==> src/rtl/wb_pkg.sv <==
// rtl/wb_pkg.sv - shared constants for the writeback port arbiter
// Purpose: requester indices, register-file size and the PC register index
//          used by wb_port_arbiter and its testbench.
// Ports:   none (package).
package wb_pkg;

  // Requester slots on the writeback port, lowest index has fixed priority.
  localparam int WB_MEM = 0;
  localparam int WB_ALU = 1;
  localparam int WB_BR  = 2;

  localparam int REG_COUNT = 16;

  // The PC is written by the branch unit but never tracked as pending.
  localparam logic [3:0] PC_IDX_DEFAULT = 4'b1110;

endpackage

==> src/rtl/rr_arbiter.sv <==
// rtl/rr_arbiter.sv - one-hot grant selection for the writeback requesters
// Purpose: picks one requester per cycle. With WBARB_RR_EN defined the search
//          starts one past the last granted index; otherwise the lowest
//          requesting index wins and ptr is ignored.
// Ports:   req   - request vector (NREQ)
//          ptr   - index of the last accepted requester (PW)
//          grant - one-hot grant, all zero when nothing requests (NREQ)
module rr_arbiter #(
  parameter int NREQ = 3,
  parameter int PW   = (NREQ > 1) ? $clog2(NREQ) : 1
) (
  input  logic [NREQ-1:0] req,
  input  logic [PW-1:0]   ptr,
  output logic [NREQ-1:0] grant
);

`ifdef WBARB_RR_EN
  // Unrolled per pointer value so every index stays a constant.
  always_comb begin
    logic found;
    grant = '0;
    found = 1'b0;
    for (int p = 0; p < NREQ; p++) begin
      if (ptr == PW'(p)) begin
        for (int off = 1; off <= NREQ; off++) begin
          if (!found && req[(p + off) % NREQ]) begin
            grant[(p + off) % NREQ] = 1'b1;
            found = 1'b1;
          end
        end
      end
    end
  end
`else
  logic unused_ptr;
  assign unused_ptr = ^ptr;

  always_comb begin
    logic found;
    grant = '0;
    found = 1'b0;
    for (int i = 0; i < NREQ; i++) begin
      if (!found && req[i]) begin
        grant[i] = 1'b1;
        found    = 1'b1;
      end
    end
  end
`endif

endmodule

==> src/rtl/wb_port_arbiter.sv <==
// rtl/wb_port_arbiter.sv - register bank write-port arbiter with hazard scoreboard
// Purpose: shares the bank's single registered write port between MEM, ALU
//          and BRANCH/KERNEL writebacks, and tracks pending destination
//          registers so decode stalls on RAW/WAW hazards.
//          Macro WBARB_RR_EN: defined = round-robin, undefined = fixed
//          priority MEM > ALU > BRANCH.
// Ports:   clk, rst_n                - clock, asynchronous active-low reset
//          req_valid/req_rd/req_data - per-requester write (flattened vectors)
//          req_ready                 - one-hot grant, accept = valid & ready
//          we_o/rd_wb_o/wbd_o        - registered bank write port
//          issue_valid/issue_wb/issue_rd - instruction issued by decode
//          src_rs/src_rx/use_rs/use_rx   - sources read by decode
//          stall_o                   - decode must hold
module wb_port_arbiter
  import wb_pkg::*;
#(
  parameter int         bus    = 32,
  parameter int         NREQ   = 3,
  parameter logic [3:0] PC_IDX = PC_IDX_DEFAULT
) (
  input  logic              clk,
  input  logic              rst_n,
  input  logic [NREQ-1:0]   req_valid,
  input  logic [NREQ*4-1:0] req_rd,
  input  logic [NREQ*bus-1:0] req_data,
  output logic [NREQ-1:0]   req_ready,
  output logic              we_o,
  output logic [3:0]        rd_wb_o,
  output logic [bus-1:0]    wbd_o,
  input  logic              issue_valid,
  input  logic              issue_wb,
  input  logic [3:0]        issue_rd,
  input  logic [3:0]        src_rs,
  input  logic [3:0]        src_rx,
  input  logic              use_rs,
  input  logic              use_rx,
  output logic              stall_o
);

  localparam int PW = (NREQ > 1) ? $clog2(NREQ) : 1;

  logic [NREQ-1:0]      grant;
  logic [PW-1:0]        ptr;
  logic                 accept;
  logic [3:0]           sel_rd;
  logic [bus-1:0]       sel_data;
  logic [REG_COUNT-1:0] busy;
  logic [REG_COUNT-1:0] busy_nxt;
  logic                 do_set;

  rr_arbiter #(
    .NREQ (NREQ),
    .PW   (PW)
  ) u_arb (
    .req   (req_valid),
    .ptr   (ptr),
    .grant (grant)
  );

  assign req_ready = grant;
  assign accept    = |(grant & req_valid);

  // Grant is one-hot, so an OR-mux selects the winner's rd/data.
  always_comb begin
    sel_rd   = '0;
    sel_data = '0;
    for (int i = 0; i < NREQ; i++) begin
      if (grant[i]) begin
        sel_rd   = sel_rd | req_rd[i*4 +: 4];
        sel_data = sel_data | req_data[i*bus +: bus];
      end
    end
  end

`ifdef WBARB_RR_EN
  logic [PW-1:0] sel_idx;

  always_comb begin
    sel_idx = '0;
    for (int i = 0; i < NREQ; i++) begin
      if (grant[i]) sel_idx = sel_idx | PW'(i);
    end
  end

  // Reset to NREQ-1 so the first search begins at requester 0.
  always_ff @(posedge clk or negedge rst_n) begin
    if (!rst_n) begin
      ptr <= PW'(NREQ - 1);
    end else if (accept) begin
      ptr <= sel_idx;
    end
  end
`else
  assign ptr = '0;
`endif

  // Registered bank write port; address/data hold when idle.
  always_ff @(posedge clk or negedge rst_n) begin
    if (!rst_n) begin
      we_o    <= 1'b0;
      rd_wb_o <= '0;
      wbd_o   <= '0;
    end else begin
      we_o <= accept;
      if (accept) begin
        rd_wb_o <= sel_rd;
        wbd_o   <= sel_data;
      end
    end
  end

  assign stall_o = issue_valid & ((use_rs & busy[src_rs]) |
                                  (use_rx & busy[src_rx]) |
                                  (issue_wb & busy[issue_rd]));

  assign do_set = issue_valid & issue_wb & ~stall_o & (issue_rd != PC_IDX);

  // Set is applied after clear: a freshly issued producer stays outstanding
  // even when an older write of the same register retires this edge.
  always_comb begin
    busy_nxt = busy;
    if (accept) busy_nxt[sel_rd]   = 1'b0;
    if (do_set) busy_nxt[issue_rd] = 1'b1;
  end

  always_ff @(posedge clk or negedge rst_n) begin
    if (!rst_n) begin
      busy <= '0;
    end else begin
      busy <= busy_nxt;
    end
  end

endmodule

==> config.mk <==
export PLATFORM = sky130hd
export DESIGN_NAME = wb_port_arbiter
export DESIGN_NICKNAME = d
export VERILOG_FILES = /design/src/rtl/wb_pkg.sv /design/src/rtl/rr_arbiter.sv /design/src/rtl/wb_port_arbiter.sv
export SDC_FILE = /design/constraint.sdc
export NUM_CORES = 1
export LEC_CHECK = 0
export BUFFER_PORTS_ARGS = -buffer_cell sky130_fd_sc_hd__buf_4
export CAP_MARGIN = 30
export CORE_MARGIN = 2
export CORE_UTILIZATION = 49
export DETAILED_ROUTE_END_ITERATION = 8
export GPL_TIMING_DRIVEN = 0
export PLACE_DENSITY_LB_ADDON = 0.12
export RECOVER_POWER = 50
export SKIP_CTS_REPAIR_TIMING = 1
export SKIP_LAST_GASP = 1
export SYNTH_ARGS = -nofsm -noshare
export SYNTH_HDL_FRONTEND = slang
export SYNTH_SLANG_ARGS = --single-unit
==> constraint.sdc <==
create_clock -name clk -period 6.2 [get_ports clk]
set_input_delay 1.24 -clock clk [delete_from_list [all_inputs] [get_ports clk]]
set_output_delay 1.24 -clock clk [all_outputs]
set_load 0.02 [all_outputs]
* Word level (Yosys, flattened, before mapping)
Cells that the tools add are included.
** Cells by class
- Magnitude comparators :: 6
- Mux-type cells :: 22
- Equal/unequal tests :: 1
- Reductions and logical operators :: 7
- Bitwise gates (word level) :: 18
** Operators with widths (count)
- $mux W32 :: 3
- $or A32 B32 Y32 :: 2
- $mux W16 :: 2
- $lt A4 B5 Y1 const B :: 4
- $and A16 B16 Y16 :: 1
- $not A16 Y16 :: 1
- $or A16 B16 Y16 :: 1
- $bmux W1 S4 :: 3
- $mux W4 :: 3
- $mux W1 :: 9
- $demux W1 S4 :: 2
- $ge A4 B1 Y1 const B :: 2
- $or A4 B4 Y4 :: 2
- $and A1 B1 Y1 :: 7
- $logic_and A1 B1 Y1 :: 4
- $ne A4 B4 Y1 const B :: 1
- $and A3 B3 Y3 :: 1
- $reduce_or A3 Y1 :: 1
- $logic_not A1 Y1 :: 2
- $or A1 B1 Y1 :: 2
- $not A1 Y1 :: 1
** Word-level totals
- Bits in registers :: 53
- Logic and storage cells :: 58
- Bits of input ports :: 129
- Output and inout port bits :: 41

* Depth between registers and ports, before layout
- Word-level depth :: 17
- Gate-level depth with buffers :: 7
- Depth with buffers taken out :: 5

* Hierarchy
A second synthesis with hierarchy kept.
** Second synthesis, totals
- Cell total of the unflattened synthesis :: 315
- Area, all modules :: 3126.7 sq um
** Modules (own cells, without submodules)
- wb_port_arbiter :: cells each 312, area each 3100.5 sq um, sequential area each 1326.3 sq um, instances 1
- rr_arbiter :: cells each 3, area each 26.3 sq um, sequential area each 0.0 sq um, instances 1

* Worst setup path before layout
No wires, ideal clock.
- Path type :: input port to output port
- From :: input port src_rx[1]
- To :: output port stall_o
- Buffers on the path :: 2
- Required time :: 4.960 ns
- Stages on the path :: 6
- Slack :: 2.303 ns
- Arrival time :: 2.657 ns
- Cells stage by stage :: buf_6 mux4_2 o2111ai_2 o311ai_4 buf_6 o21a_1
** On the way
- Longest elaborated chain between the ends :: 6
** Ends and longest elaborated chain
- start: declaration :: line wb_port_arbiter.sv:34 : input logic [3:0] src_rx,
- $bmux W1 S4 :: line wb_port_arbiter.sv:113 : (use_rx & busy[src_rx]) |
- $mux W1 (implied by the code) :: line wb_port_arbiter.sv:113
- $and A1 B1 Y1 :: line wb_port_arbiter.sv:113
- $or A1 B1 Y1 :: line wb_port_arbiter.sv:112 : assign stall_o = issue_valid & ((use_rs & busy[src_rs]) |
- $or A1 B1 Y1 :: line wb_port_arbiter.sv:113
- $and A1 B1 Y1 :: line wb_port_arbiter.sv:112
- end: declaration :: line wb_port_arbiter.sv:37 : output logic stall_o
Every way passes these cells. The select of a mux whose other input is x is not followed.

* Final worst setup path
- From :: input port issue_rd[0]
- To :: output port stall_o
** On the way
- Longest elaborated chain between the ends :: 5
** Ends and longest elaborated chain
- start: declaration :: line wb_port_arbiter.sv:32 : input logic [3:0] issue_rd,
- $bmux W1 S4 :: line wb_port_arbiter.sv:114 : (issue_wb & busy[issue_rd]));
- $mux W1 (implied by the code) :: line wb_port_arbiter.sv:114
- $and A1 B1 Y1 :: line wb_port_arbiter.sv:114
- $or A1 B1 Y1 :: line wb_port_arbiter.sv:113
- $and A1 B1 Y1 :: line wb_port_arbiter.sv:112
Every way passes these cells. The select of a mux whose other input is x is not followed.

==> flow_summary.toml <==
[outcome]
status = "finished with violations"
violations = "capacitance limit, slew limit"

[pwr]
p_leak_uw = 0.001987
power.total_uw = 930.2
vdd_drop_max_mv = 0.1458
p_per_area_nw_per_um2 = 207.4

[final_layout]
n_fill_cell = 513
design_area_um2 = 4484
n_antenna_cell = 0
fin_nets = 616
drive_gt1_frac = 0.3791
syn_to_final_growth_pct = 43.36

[die]
rows = 29
io_pins = 170
initial_core_util = 0.4983
die-area_um2 = 7038
die_y_um = 83.90
core_area_um2 = 6277
die_w_um = 83.90

[detailed_routing]
vias = 3417
first_iter_violations = 321
dr.pass1.iters = 5
wire_per_inst_um = 18.73
postRouteAntennaNets = 0
drcViolationCount = 0
vias_per_cell = 6.048
routed_wl_mm = 10.58

[cts]
clkLatencyLatePin_ns = 0.31
h-tree-depth = 2
cts_tree = "done"
cts_buffer_depth = 2
cts_sinks = 53
clkTransAtPathRegs_ns = 0.10
clockRootBuffer = "clkbuf_8"
cts_buffers = 5

[synthesis]
ys_top_cells_by_count = "64 x o22ai_1, 53 x dfrtp_1, 32 x a21oi_1, 20 x clkbuf_1, 15 x o21ai_0"
synth-seq-cells = 53
yosys.area_share.simple = 0.1076
yosysSeqAreaShare = 0.4240
yosys-top-cells-area = "dfrtp_1 42%, o22ai_1 13%, a21oi_1 5.1%"
synthArstFlopShare = 1.000
muxShareOfSynthArea = 0.08760
ys.warnings.count = 0
ys_types = 41
yosysTopAreaCellShare = 0.4240
synth_compound_area_frac = 0.3240
netlist_area_um2 = 3128
syn_nets = 444
synth_xor_area_frac = 0
syn_inst = 315
synth.avg_cell_area_um2 = 9.930
synth_edf_count = 0
synth_most_common_cell = "o22ai_1"
yosys_most_used_dff = "dfrtp_1"
synth_largest_area_cell = "dfrtp_1"
synthAdderAreaFrac = 0
synth_top_family_by_area = "compound AO/OA/AOI/OAI gates"

[worst_setup_path]
crit_end = "stall_o"
reg2reg_slack_ns = 4.23
worstPathArrival_ns = 2.94
cpPeakStageDelay_ns = 0.49
reg2reg_to = "busy[7]"
critical_path.cell_chain = "buf_4 > buf_6 > mux4_2 > mux2i_1 > o311ai_4 > buf_6 > o21a_1 > buf_4"
crit_fanout = 10
cp_slowest_cell = "mux4_2"
crit_type = "input pin to output pin"
crit_required_ns = 4.96
critPathLaunchType = "input pin"
endpoint_kind = "output pin"
critPathLaunch = "issue_rd[0]"
r2r_start = "busy[1]"
worst_r2r_path_depth = 5

[sta]
finalSetupViolations = 0
relSlewSlack = -0.9197
tns_ns = 0
hold_slack_ns = 0.4857
grt_setup_unrepaired = "false"
setup_ws_ns = 2.024
layout_min_cycle_time_ns = 4.176
period_share = 0.6735
max_freq_mhz = 239.5
hold_viol_final = 0
worst_pin_slew_ns = 2.880
report.final.slew_viol_count = 54
finClkSkew_ns = 0.003095

[global_routing]
grt_use_total = 0.3045
grt-ovfl-total = 0
antenna_found_initial = 0
grt_pass1_wl_mm = 17.13
grt_pass1_vias = 3470
grt_max_degree = 54

[place]
port_buffers = 165
dp_worst_setup_slack_ns = 2.015
dp_hpwl_mm = 8.251
placed_cell_area_um2 = 4463
gp_congestion = 0.9984

[flow_run]
cap_violations = 1

[hold_path]
min_path_type = "flop to flop"
[cell families (layout without fill, tap and decap cells)]
group / after synthesis / after routing
multiplexers: 18 / 18
AO/OA/AOI/OAI: 149 / 149
flip-flops: 53 / 53
buffers and inverters: 36 / 209
AND/OR/NAND/NOR: 59 / 59
[stage by stage]
stage,cells,utilization
after floorplan,315,-
after global placement,557,0.7110
after detailed placement,557,0.7110
after CTS,565,0.7269
after global routing,565,0.7144
final,565,0.7144
[routing by layer]
layer,GRT usage,wire (µm),up-vias
met1,0.3832,4219,1665
met5,0,0,-
met3,0.06034,712,20
li1,-,-,1584
met2,0.5309,5415,148
met4,0.09091,238,0
[layout by cell type (no fill, tap or decap), types with 3 or more instances in the layout]
master	instances
a21oi_1	32
mux2i_1	9
buf_4	145
o31ai_1	6
mux4_2	6
inv_2	3
clkbuf_1	41
dfrtp_1	53
nand2_1	10
nor2b_1	9
o2111ai_2	4
a21o_1	4
nand4_1	4
inv_1	6
nand4b_1	5
nand2b_1	5
buf_6	5
clkbuf_8	6
nor2_1	6
a31oi_1	5
a22oi_1	4
nand3_1	8
o21ai_0	15
o31ai_2	8
o22ai_1	64
nand3b_1	5
[cell type report]
class / count / area [µm²] / area share
multi-input cells: 226 / 1624 / 0.3622
flip-flops and latches: 53 / 1326 / 0.2958
repair buffers: 165 / 1160 / 0.2586
plain buffers: 27 / 143.9 / 0.03209
well taps: 77 / 96.34 / 0.02148
clock buffers: 6 / 82.58 / 0.01842
inverters: 9 / 33.78 / 0.007533
clock inverters: 2 / 17.52 / 0.003906
[worst min path at each step]
stage	to	cells past startpoint	slack, ns	startpoint
2_1_floorplan	flop	1	0.50	flop
3_3_place_gp	rd_wb_o[1]	1	0.47	rd_wb_o[1]
3_5_place_dp	rd_wb_o[0]	1	0.47	rd_wb_o[0]
4_1_cts	rd_wb_o[0]	1	0.49	rd_wb_o[0]
5_1_grt	rd_wb_o[3]	1	0.51	rd_wb_o[3]
6_report	rd_wb_o[0]	1	0.49	rd_wb_o[0]
[power breakdown]
| part | switching, µW | internal [µW] |
|---|---|---|
| logic | 154 | 142 |
| clock network | 124 | 93.1 |
| registers | 32.2 | 385 |
[worst max-delay path, delay by kind of cell]
family / cells / cell delay (ns)
muxes: 2 / 0.74
AOI/OAI and AO/OA: 2 / 0.37
buffers and inverters: 4 / 0.59
[state kept, by name, summed over array words and instances (netlist names), named ones only]
signal / cells
we_o: 1
wbd_o: 32
busy: 15
rd_wb_o: 4
Note: power is estimated with default switching activity, not from simulation.
